**src/rtl/alu_writeback_pkg.sv**
```systemverilog
// alu_writeback_pkg
// Shared definitions for the ALU writeback stage: fcode opcodes, branch
// condition encodings, flag bit positions and small opcode-decode helpers.
// No ports (package).
package alu_writeback_pkg;

  // ALU opcodes carried on fcode
  localparam logic [3:0] FC_ADD = 4'b0000;
  localparam logic [3:0] FC_SUB = 4'b0001;
  localparam logic [3:0] FC_AND = 4'b0010;
  localparam logic [3:0] FC_OR  = 4'b0011;
  localparam logic [3:0] FC_XOR = 4'b0100;
  localparam logic [3:0] FC_CMP = 4'b0101;
  localparam logic [3:0] FC_MOV = 4'b1000;

  // Branch condition selects; 13..15 never taken
  localparam logic [3:0] CC_AL  = 4'd0;
  localparam logic [3:0] CC_EQ  = 4'd1;
  localparam logic [3:0] CC_NE  = 4'd2;
  localparam logic [3:0] CC_LT  = 4'd3;
  localparam logic [3:0] CC_GE  = 4'd4;
  localparam logic [3:0] CC_LTU = 4'd5;
  localparam logic [3:0] CC_GEU = 4'd6;
  localparam logic [3:0] CC_MI  = 4'd7;
  localparam logic [3:0] CC_PL  = 4'd8;
  localparam logic [3:0] CC_VS  = 4'd9;
  localparam logic [3:0] CC_VC  = 4'd10;
  localparam logic [3:0] CC_GT  = 4'd11;
  localparam logic [3:0] CC_LE  = 4'd12;

  // Flag bit positions within {S,Z,C,V}
  localparam int FLAG_S = 3;
  localparam int FLAG_Z = 2;
  localparam int FLAG_C = 1;
  localparam int FLAG_V = 0;

  typedef enum logic [1:0] {
    FL_NONE,   // flags untouched
    FL_ARITH,  // all four flags from the ALU code
    FL_LOGIC   // S,Z from code, C cleared, V kept
  } flag_upd_e;

  function automatic logic writes_reg(input logic [3:0] fc);
    case (fc)
      FC_ADD, FC_SUB, FC_AND, FC_OR, FC_XOR, FC_MOV: writes_reg = 1'b1;
      default:                                       writes_reg = 1'b0;
    endcase
  endfunction

  function automatic flag_upd_e flag_update(input logic [3:0] fc);
    case (fc)
      FC_ADD, FC_SUB, FC_CMP:         flag_update = FL_ARITH;
      FC_AND, FC_OR, FC_XOR, FC_MOV:  flag_update = FL_LOGIC;
      default:                        flag_update = FL_NONE;
    endcase
  endfunction

endpackage

```
**src/rtl/alu_writeback_cond_eval.sv**
```systemverilog
// cond_eval
// Purely combinational branch-condition evaluator.
// Ports:
//   flags : in  {S,Z,C,V} architectural flags
//   cond  : in  condition select
//   taken : out condition holds for the given flags
module cond_eval
  import alu_writeback_pkg::*;
(
  input  logic [3:0] flags,
  input  logic [3:0] cond,
  output logic       taken
);

  logic s, z, c, v;

  assign s = flags[FLAG_S];
  assign z = flags[FLAG_Z];
  assign c = flags[FLAG_C];
  assign v = flags[FLAG_V];

  always_comb begin
    taken = 1'b0;
    case (cond)
      CC_AL:   taken = 1'b1;
      CC_EQ:   taken = z;
      CC_NE:   taken = !z;
      CC_LT:   taken = s ^ v;
      CC_GE:   taken = !(s ^ v);
      CC_LTU:  taken = c;
      CC_GEU:  taken = !c;
      CC_MI:   taken = s;
      CC_PL:   taken = !s;
      CC_VS:   taken = v;
      CC_VC:   taken = !v;
      CC_GT:   taken = !z && !(s ^ v);
      CC_LE:   taken = z || (s ^ v);
      default: taken = 1'b0;
    endcase
  end

endmodule

```
**src/rtl/alu_writeback.sv**
```systemverilog
// alu_writeback
// Single-entry writeback register in front of an 8 x DW register file and
// the {S,Z,C,V} flag register. An op is accepted into the writeback
// register, then commits (updates architectural state) on the first edge
// where wb_hold is low. Commit and accept may overlap for full throughput.
// Build option: ALU_WB_BYPASS_EN forwards a committing result onto the
// read ports in its commit cycle.
// Ports:
//   clk, rst           : clock, synchronous active-high reset
//   in_valid/in_ready  : input handshake for result/code/fcode/rd
//   result, code       : ALU result and {s,z,c,v} code
//   fcode, rd          : ALU opcode, destination register
//   wb_hold            : freezes the writeback register
//   ra_addr/ra_data    : read port a
//   rb_addr/rb_data    : read port b
//   flags              : architectural flags {S,Z,C,V}
//   cond/taken         : branch condition select and its result
//   commit             : high in the cycle a writeback commits
module alu_writeback
  import alu_writeback_pkg::*;
#(
  parameter int DW = 16
) (
  input  logic          clk,
  input  logic          rst,
  input  logic          in_valid,
  output logic          in_ready,
  input  logic [DW-1:0] result,
  input  logic [3:0]    code,
  input  logic [3:0]    fcode,
  input  logic [2:0]    rd,
  input  logic          wb_hold,
  input  logic [2:0]    ra_addr,
  input  logic [2:0]    rb_addr,
  output logic [DW-1:0] ra_data,
  output logic [DW-1:0] rb_data,
  output logic [3:0]    flags,
  input  logic [3:0]    cond,
  output logic          taken,
  output logic          commit
);

  logic          wb_valid;
  logic [DW-1:0] wb_result;
  logic [3:0]    wb_code;
  logic [3:0]    wb_fcode;
  logic [2:0]    wb_rd;
  logic [3:0]    flags_q;
  logic [DW-1:0] regs [8];
  logic          accept;

  assign in_ready = !wb_valid || !wb_hold;
  assign commit   = wb_valid && !wb_hold;
  assign accept   = in_valid && in_ready;
  assign flags    = flags_q;

  always_ff @(posedge clk) begin
    if (rst) begin
      wb_valid <= 1'b0;
      flags_q  <= 4'b0000;
      for (int i = 0; i < 8; i++) regs[i] <= '0;
    end else begin
      if (commit) begin
        if (writes_reg(wb_fcode)) regs[wb_rd] <= wb_result;
        case (flag_update(wb_fcode))
          FL_ARITH: flags_q <= wb_code;
          FL_LOGIC: flags_q <= {wb_code[FLAG_S], wb_code[FLAG_Z], 1'b0, flags_q[FLAG_V]};
          default:  ;
        endcase
      end
      // A new accept refills the entry in the same edge the old one commits
      if (accept) begin
        wb_valid  <= 1'b1;
        wb_result <= result;
        wb_code   <= code;
        wb_fcode  <= fcode;
        wb_rd     <= rd;
      end else if (commit) begin
        wb_valid  <= 1'b0;
      end
    end
  end

`ifdef ALU_WB_BYPASS_EN
  logic bypass_ok;
  assign bypass_ok = commit && writes_reg(wb_fcode);
  assign ra_data   = (bypass_ok && (ra_addr == wb_rd)) ? wb_result : regs[ra_addr];
  assign rb_data   = (bypass_ok && (rb_addr == wb_rd)) ? wb_result : regs[rb_addr];
`else
  assign ra_data = regs[ra_addr];
  assign rb_data = regs[rb_addr];
`endif

  cond_eval u_cond_eval (
    .flags (flags_q),
    .cond  (cond),
    .taken (taken)
  );

endmodule

```
**config.mk**
```make
export PLATFORM = sky130hd
export DESIGN_NAME = alu_writeback
export DESIGN_NICKNAME = d
export VERILOG_FILES = /design/src/rtl/alu_writeback_pkg.sv /design/src/rtl/alu_writeback_cond_eval.sv /design/src/rtl/alu_writeback.sv
export SDC_FILE = /design/constraint.sdc
export NUM_CORES = 1
export LEC_CHECK = 0
export ABC_AREA = 1
export ABC_CLOCK_PERIOD_IN_PS = 2300
export CORE_UTILIZATION = 40
export DETAILED_ROUTE_END_ITERATION = 10
export MAX_ROUTING_LAYER = met4
export PLACE_DENSITY = 0.64
export SLEW_MARGIN = 0
export SYNTH_ARGS = -nofsm -noshare
export SYNTH_HDL_FRONTEND = slang
export SYNTH_SLANG_ARGS = --single-unit
```
**constraint.sdc**
```tcl
create_clock -name clk -period 2.3 [get_ports clk]
set_input_delay 0.46 -clock clk [delete_from_list [all_inputs] [get_ports clk]]
set_output_delay 0.46 -clock clk [all_outputs]
set_load 0.005 [all_outputs]
```
==> results of run 1 <==
==> cells by family after synthesis <==
kind of cell / after synthesis / synth area share (%)
AND/OR/NAND/NOR: 419 / 20.2
AO/OA/AOI/OAI: 204 / 14.2
flip-flops: 160 / 57.3
adder cells (fa/ha/maj): 2 / 0.302
buffers and inverters: 160 / 7.98
==> cells in the final DEF, fill, tap and decap left out, types with 20 or more instances in the layout <==
cell type | synthesis | final
a21oi_1 | 69 | 64
buf_4 | 1 | 31
clkbuf_16 | 0 | 20
clkdlybuf4s50_1 | 0 | 58
edfxtp_1 | 155 | 155
inv_1 | 102 | 98
nand2_1 | 261 | 258
nor2_1 | 140 | 138
o211ai_1 | 64 | 64
o21ai_0 | 71 | 66
==> metrics by stage <==
step                      hold WS, ns  setup slack (ns)  util, %  instance area (um^2)
after floorplan                 0.480             0.103        -                  8300
after global placement          0.501            -0.143     47.7                  9680
after detailed placement        0.501            -0.118     47.7                  9680
after CTS                       0.514          -0.00861     50.6                 10300
after global routing            0.555           -0.0505     51.3                 10400
final                           0.514            0.0501     51.3                 10400
==> worst reg2reg max path: stages (launching register included) <==
cell	delay [ns]
edfxtp_1	0.40
nor2_1	0.11
o21ai_0	0.11
nand2_2	0.22
o21ai_0	0.18
ha_1	0.33
inv_1	0.07
nand2_1	0.11
o21ai_0	0.17
a21oi_1	0.06
==> worst paths after layout <==
path	startpoint	to	slack, ns	depth (start not counted)
hold / removal	wb_valid$_SDFFE_PP0P_	wb_valid$_SDFFE_PP0P_	0.51	2
setup / recovery	rb_addr[0]	rb_data[9]	0.05	8
setup reg to reg	wb_fcode[1]$_DFFE_PP_	flags[2]$_SDFFE_PP0P_	0.44	9
hold reg to reg	wb_valid$_SDFFE_PP0P_	wb_valid$_SDFFE_PP0P_	0.51	2
==> layout make-up <==
type	count	area (um^2)	share of cell area, %
timing repair buffer	132	1450	13.9
clock buffer	19	433	4.15
inverter	103	387	3.71
clock inverter	12	141	1.36
tap	270	338	3.24
multi-input combinational	625	2920	28.0
sequential	160	4760	45.7
==> what timing repair did <==
item | 4_1_cts | 5_1_grt
cloned | 1 | 3
pin swaps | 1 | 6
resized for setup | 14 | 33
hold endpoints to repair | 0 | 0
setup endpoints to repair | 33 | 26
==> state kept, by name, summed over array words and instances (netlist names) <==
signal,count
flags,4
regs,128
wb_code,4
wb_fcode,4
wb_rd,3
wb_result,16
wb_valid,1
==> power by group through the flow <==
stage          Combinational, W  Sequential (W)  Clock (W)
6_report               0.000911         0.00333    0.00282
5_1_grt                0.000994         0.00334    0.00300
4_1_cts                0.000887         0.00333    0.00286
3_5_place_dp           0.000881         0.00339          0
3_3_place_gp           0.000874         0.00339          0
2_1_floorplan          0.000436         0.00338          0
==> routing by layer <==
layer,part of all wire (%),track usage [%],vias to the layer above
met5,0,-,-
met4,1.5,6.93,0
met3,7.2,4.44,35
met2,48,36.1,283
met1,43,29.6,3293
li1,-,-,3352
==> metrics, run 1 <==
status completed; Rel. slew slack 76.7%; Pint 0.00537 W; clock power share 40.0%; FFs w/ async S/R, synth 0%; Post-Layout Cell Count 1321; critical path's top delay family buffers and inverters; maximum vdd ir drop 0.564 mV; port bufs 79; Die ar. 0.0213 mm^2; number of global-route vias before repair 6534; Mapped Cells 945; total gr overflow 0; Setup Fix Bufs, Post-CTS 0; final setup fails 0; routed len/inst 17.6 um; Seq cells post-synth 160; Post-synth EDFFs 155; core area 0.0203 mm^2; Top Ports 80; Arr. time, crit path 1.79 ns; DRT iter0 DRCs 585; placed insts 1286; min-delay worst type reg2reg; Leakage 4.63 nW; first-pass GRT wire length 35.7 mm; sw power 0.00170 W; share of power burned in registers 47.2%; worst-path fanout max 52; CTS sink count 160; layout cells sized above 1 10.5%; top cells by area, synth edfxtp_1 56%, nand2_1 12%, nor2_1 6.3%, o211ai_1 5.8%, inv_1 4.6%; Total Wirelength 23.3 mm; MaxCap Viol Count 0; Sw Share 24.0%; Filler cells 1883; row cnt 52; Max Fclk 444 MHz; top post-synthesis cells by count 261 x nand2_1, 155 x edfxtp_1, 140 x nor2_1; pin count of the biggest net entering global routing 53; detailed placer's ending HPWL 15.2 mm; CTS tree done; Syn Nets 988; critical path required time 1.84 ns; CTS buffer count 17; Die Wd 146 um; most numerous cell in the Yosys netlist nand2_1; Vias 6963; Crit Path Class in2out; Die Span Y 146 um; combinational power share 12.9%; total negative slack 0 ns; Netlist Area Pre-Place 0.00830 mm^2; CTS Buffer Depth 2; PwrDens 678 mW/mm^2; Slew @ Worst Pin 0.349 ns; # hold bufs at CTS 0; clock root buffer clkbuf_16; initial antenna violation count 0; Clock Pin Slew Worst Setup and Hold Paths 0.06 ns; fin nets 1082; Crit-path slowest cell clkdlybuf4s50_1; Pre-Repair DR Iteration Count 5; Total GRT Usage 22.8%; Starting Density 40.9%; startpoint types primary input; worst skew pair latency 0.42 ns; Clock Skew 0.00799 ns; DRC errors left 0; Yosys cell types 21; GP Congestion 0.832; minimum clock period 2.25 ns; max-slew violation count 0; number of routed nets with antenna violations 0; ANT cells 0; max incr delay on CP 0.48 ns; largest area contributor in the netlist edfxtp_1; syn avg cell area 8.78 um^2; post-synth top area share 56.1%; main flop type after synthesis edfxtp_1; Crit. End Element primary output; Fin. Hold Viols 0; Pwr Total 0.00706 W; vias per cell 5.27; Tcrit/Tclk final 97.8%; P&R area growth vs syn 25.6%; yosys synthesis warning count 0; Seq/Total Area, Yosys 57.3%; H-tree Lvls 4; unrepaired setup endpoints after global routing yes; critical-path cell list buf_4, buf_12, a21oi_1, o21ai_0, nand2_1, nand2_1, nand2_1, clkdlybuf4s50_1; most used cell, CP nand2_1; CP bufs+invs 3
Note: power is estimated with default switching activity, not from simulation.
==> run 2, diff against run 1 <==
--- a/config.mk
+++ b/config.mk
@@ -7,10 +7,10 @@
 export LEC_CHECK = 0
 export ABC_AREA = 1
 export ABC_CLOCK_PERIOD_IN_PS = 2300
-export CORE_UTILIZATION = 40
+export CORE_UTILIZATION = 44
 export DETAILED_ROUTE_END_ITERATION = 10
 export MAX_ROUTING_LAYER = met4
-export PLACE_DENSITY = 0.64
+export PLACE_DENSITY = 0.69
 export SLEW_MARGIN = 0
 export SYNTH_ARGS = -nofsm -noshare
 export SYNTH_HDL_FRONTEND = slang
==> run 2 against run 1 <==
Effect of this change:
- non-clock buffer count shrank 2
- cell area grew 1.1%
- worst hold slack hardly changed
- sequential power about the same
- clock power increased by 3%
- sequential share of layout area down 0.49 points
- first-iteration DRC count increased by 5.0%
- routed wire length down 2.7%
- critical path depth is the same
- via count rose by 0.99%
- sequential cell count is the same
- critical path type unchanged
- largest cell class unchanged
==> metrics, run 2 (synthesis results as in run 1) <==
status completed; Leakage 4.78 nW; row cnt 49; Pre-Repair DR Iteration Count 6; ANT cells 0; max incr delay on CP 0.49 ns; CTS tree done; PwrDens 679 mW/mm^2; MaxCap Viol Count 0; Hold Slack 0.514 ns; Clock Skew 0.00760 ns; number of global-route vias before repair 6727; commonest cells after routing, fill and taps aside 260 x nand2_1, 155 x edfxtp_1, 138 x nor2_1; Multi-input gate area 0.00292 mm^2; GP Congestion 0.874; Sequential cell area 0.00476 mm^2; DRC errors left 0; Slew @ Worst Pin 0.333 ns; CTS buffer count 17; worst skew pair latency 0.43 ns; minimum clock period 2.24 ns; Total GRT Usage 24.6%; Vias 7032; fin nets 1080; Crit. End Element primary output; P&R area growth vs syn 27.0%; routed len/inst 17.7 um; Max Fclk 447 MHz; Rel. slew slack 77.8%; CTS Buffer Depth 2; DRT iter0 DRCs 614; core area 0.0182 mm^2; port bufs 79; startpoint types primary input; Arr. time, crit path 1.78 ns; Tcrit/Tclk final 97.3%; first-pass GRT wire length 35.1 mm; Filler cells 1599; critical-path cell list buf_2, buf_12, a21oi_1, o21ai_0, nand2_1, nand2_1, nand2_1, clkdlybuf4s50_1; critical path required time 1.84 ns; placed inst area 0.00974 mm^2; initial antenna violation count 0; maximum vdd ir drop 0.507 mV; min-delay worst type reg2reg; number of flip-flops in the largest register 128; Die Wd 139 um; detailed placer's ending HPWL 14.8 mm; Fin. Hold Viols 0; Total Wirelength 22.6 mm; Die ar. 0.0194 mm^2; Clock Pin Slew Worst Setup and Hold Paths 0.06 ns; final setup fails 0; # hold bufs at CTS 0; CTS sink count 160; total gr overflow 0; Die Span Y 139 um; largest reg by FF count regs; worst-path fanout max 34; most common cell after layout, fill and taps aside nand2_1; vias per cell 5.50; most used cell, CP nand2_1; pin count of the biggest net entering global routing 46; Post-Layout Inst Area 0.0105 mm^2; Crit Path Class in2out; H-tree Lvls 4; Starting Density 45.6%; Top Ports 80; number of routed nets with antenna violations 0; Largest regs regs: 128 flops, wb_result: 16 flops; clock root buffer clkbuf_16; Crit-path slowest cell clkdlybuf4s50_1; max-slew violation count 0; layout cells sized above 1 10.9%
[run 2: cell count changes in the layout (fill, tap and decap cells not counted), sizes merged]
cell,before,now
dlymetal6s2s,11,20
clkinvlp,1,4
clkdlybuf4s15,0,1
inv,104,105
clkbuf,22,20
dlygate4sd2,6,5
clkinv,7,6
buf,54,52
clkdlybuf4s50,58,49
[run 2: per-stage QoR]
stage	setup WS [ns]	power, W	setup TNS, ns	std cells	util, %
CTS	0.00895	0.00716	0	1275	56.9
finish	0.0620	0.00716	0	1279	57.9
global route	-0.00182	0.00742	-0.00182	1279	57.9
floorplan	0.103	0.00382	0	945	-
detailed placement	-0.121	0.00429	-1.28	1243	53.5
global placement	-0.131	0.00428	-1.30	1243	53.5
[run 2: final timing paths]
kind,start,end,slack [ns],cells past startpoint
max reg2reg,wb_fcode[1]$_DFFE_PP_,flags[3]$_SDFFE_PP0P_,0.48,9
min,wb_valid$_SDFFE_PP0P_,wb_valid$_SDFFE_PP0P_,0.51,2
max,ra_addr[1],ra_data[10],0.06,8
min reg2reg,wb_valid$_SDFFE_PP0P_,wb_valid$_SDFFE_PP0P_,0.51,2
[run 2: power by group]
part	switching (W)	total [W]	internal, W
clock network	0.00118	0.00290	0.00172
logic	0.000519	0.000922	0.000403
registers	0.0000415	0.00333	0.00329
total	0.00174	0.00716	0.00541
[run 2: timing repair]
action,CTS,global route
cloned,0,3
setup buffers,0,1
pin swaps,1,5
hold endpoints to repair,0,0
setup endpoints to repair,33,29
resized for setup,16,41
[run 2: layout make-up]
type	count	share of cell area (%)
Clock buffer	17	4.04
Clock inverter	15	1.76
Inverter	103	3.67
Multi-Input combinational cell	625	27.7
Sequential cell	160	45.2
Tap cell	229	2.72
Timing Repair Buffer	130	14.9
[run 2: worst max-delay path: cells and delay by family]
kind | cells | cell delay (ns)
compound gates | 2 | 0.24
buf+inv | 3 | 0.82
simple gates | 3 | 0.24
[run 2: layer usage]
| metal | vias up | wire, um | share of wire [%] | global-route usage, % |
|---|---|---|---|---|
| met5 | - | 0 | 0 | - |
| met4 | 0 | 618 | 2.7 | 9.59 |
| met3 | 54 | 1650 | 7.3 | 5.13 |
| met2 | 300 | 11100 | 49 | 40.2 |
| met1 | 3326 | 9270 | 41 | 29.9 |
| li1 | 3352 | - | - | - |
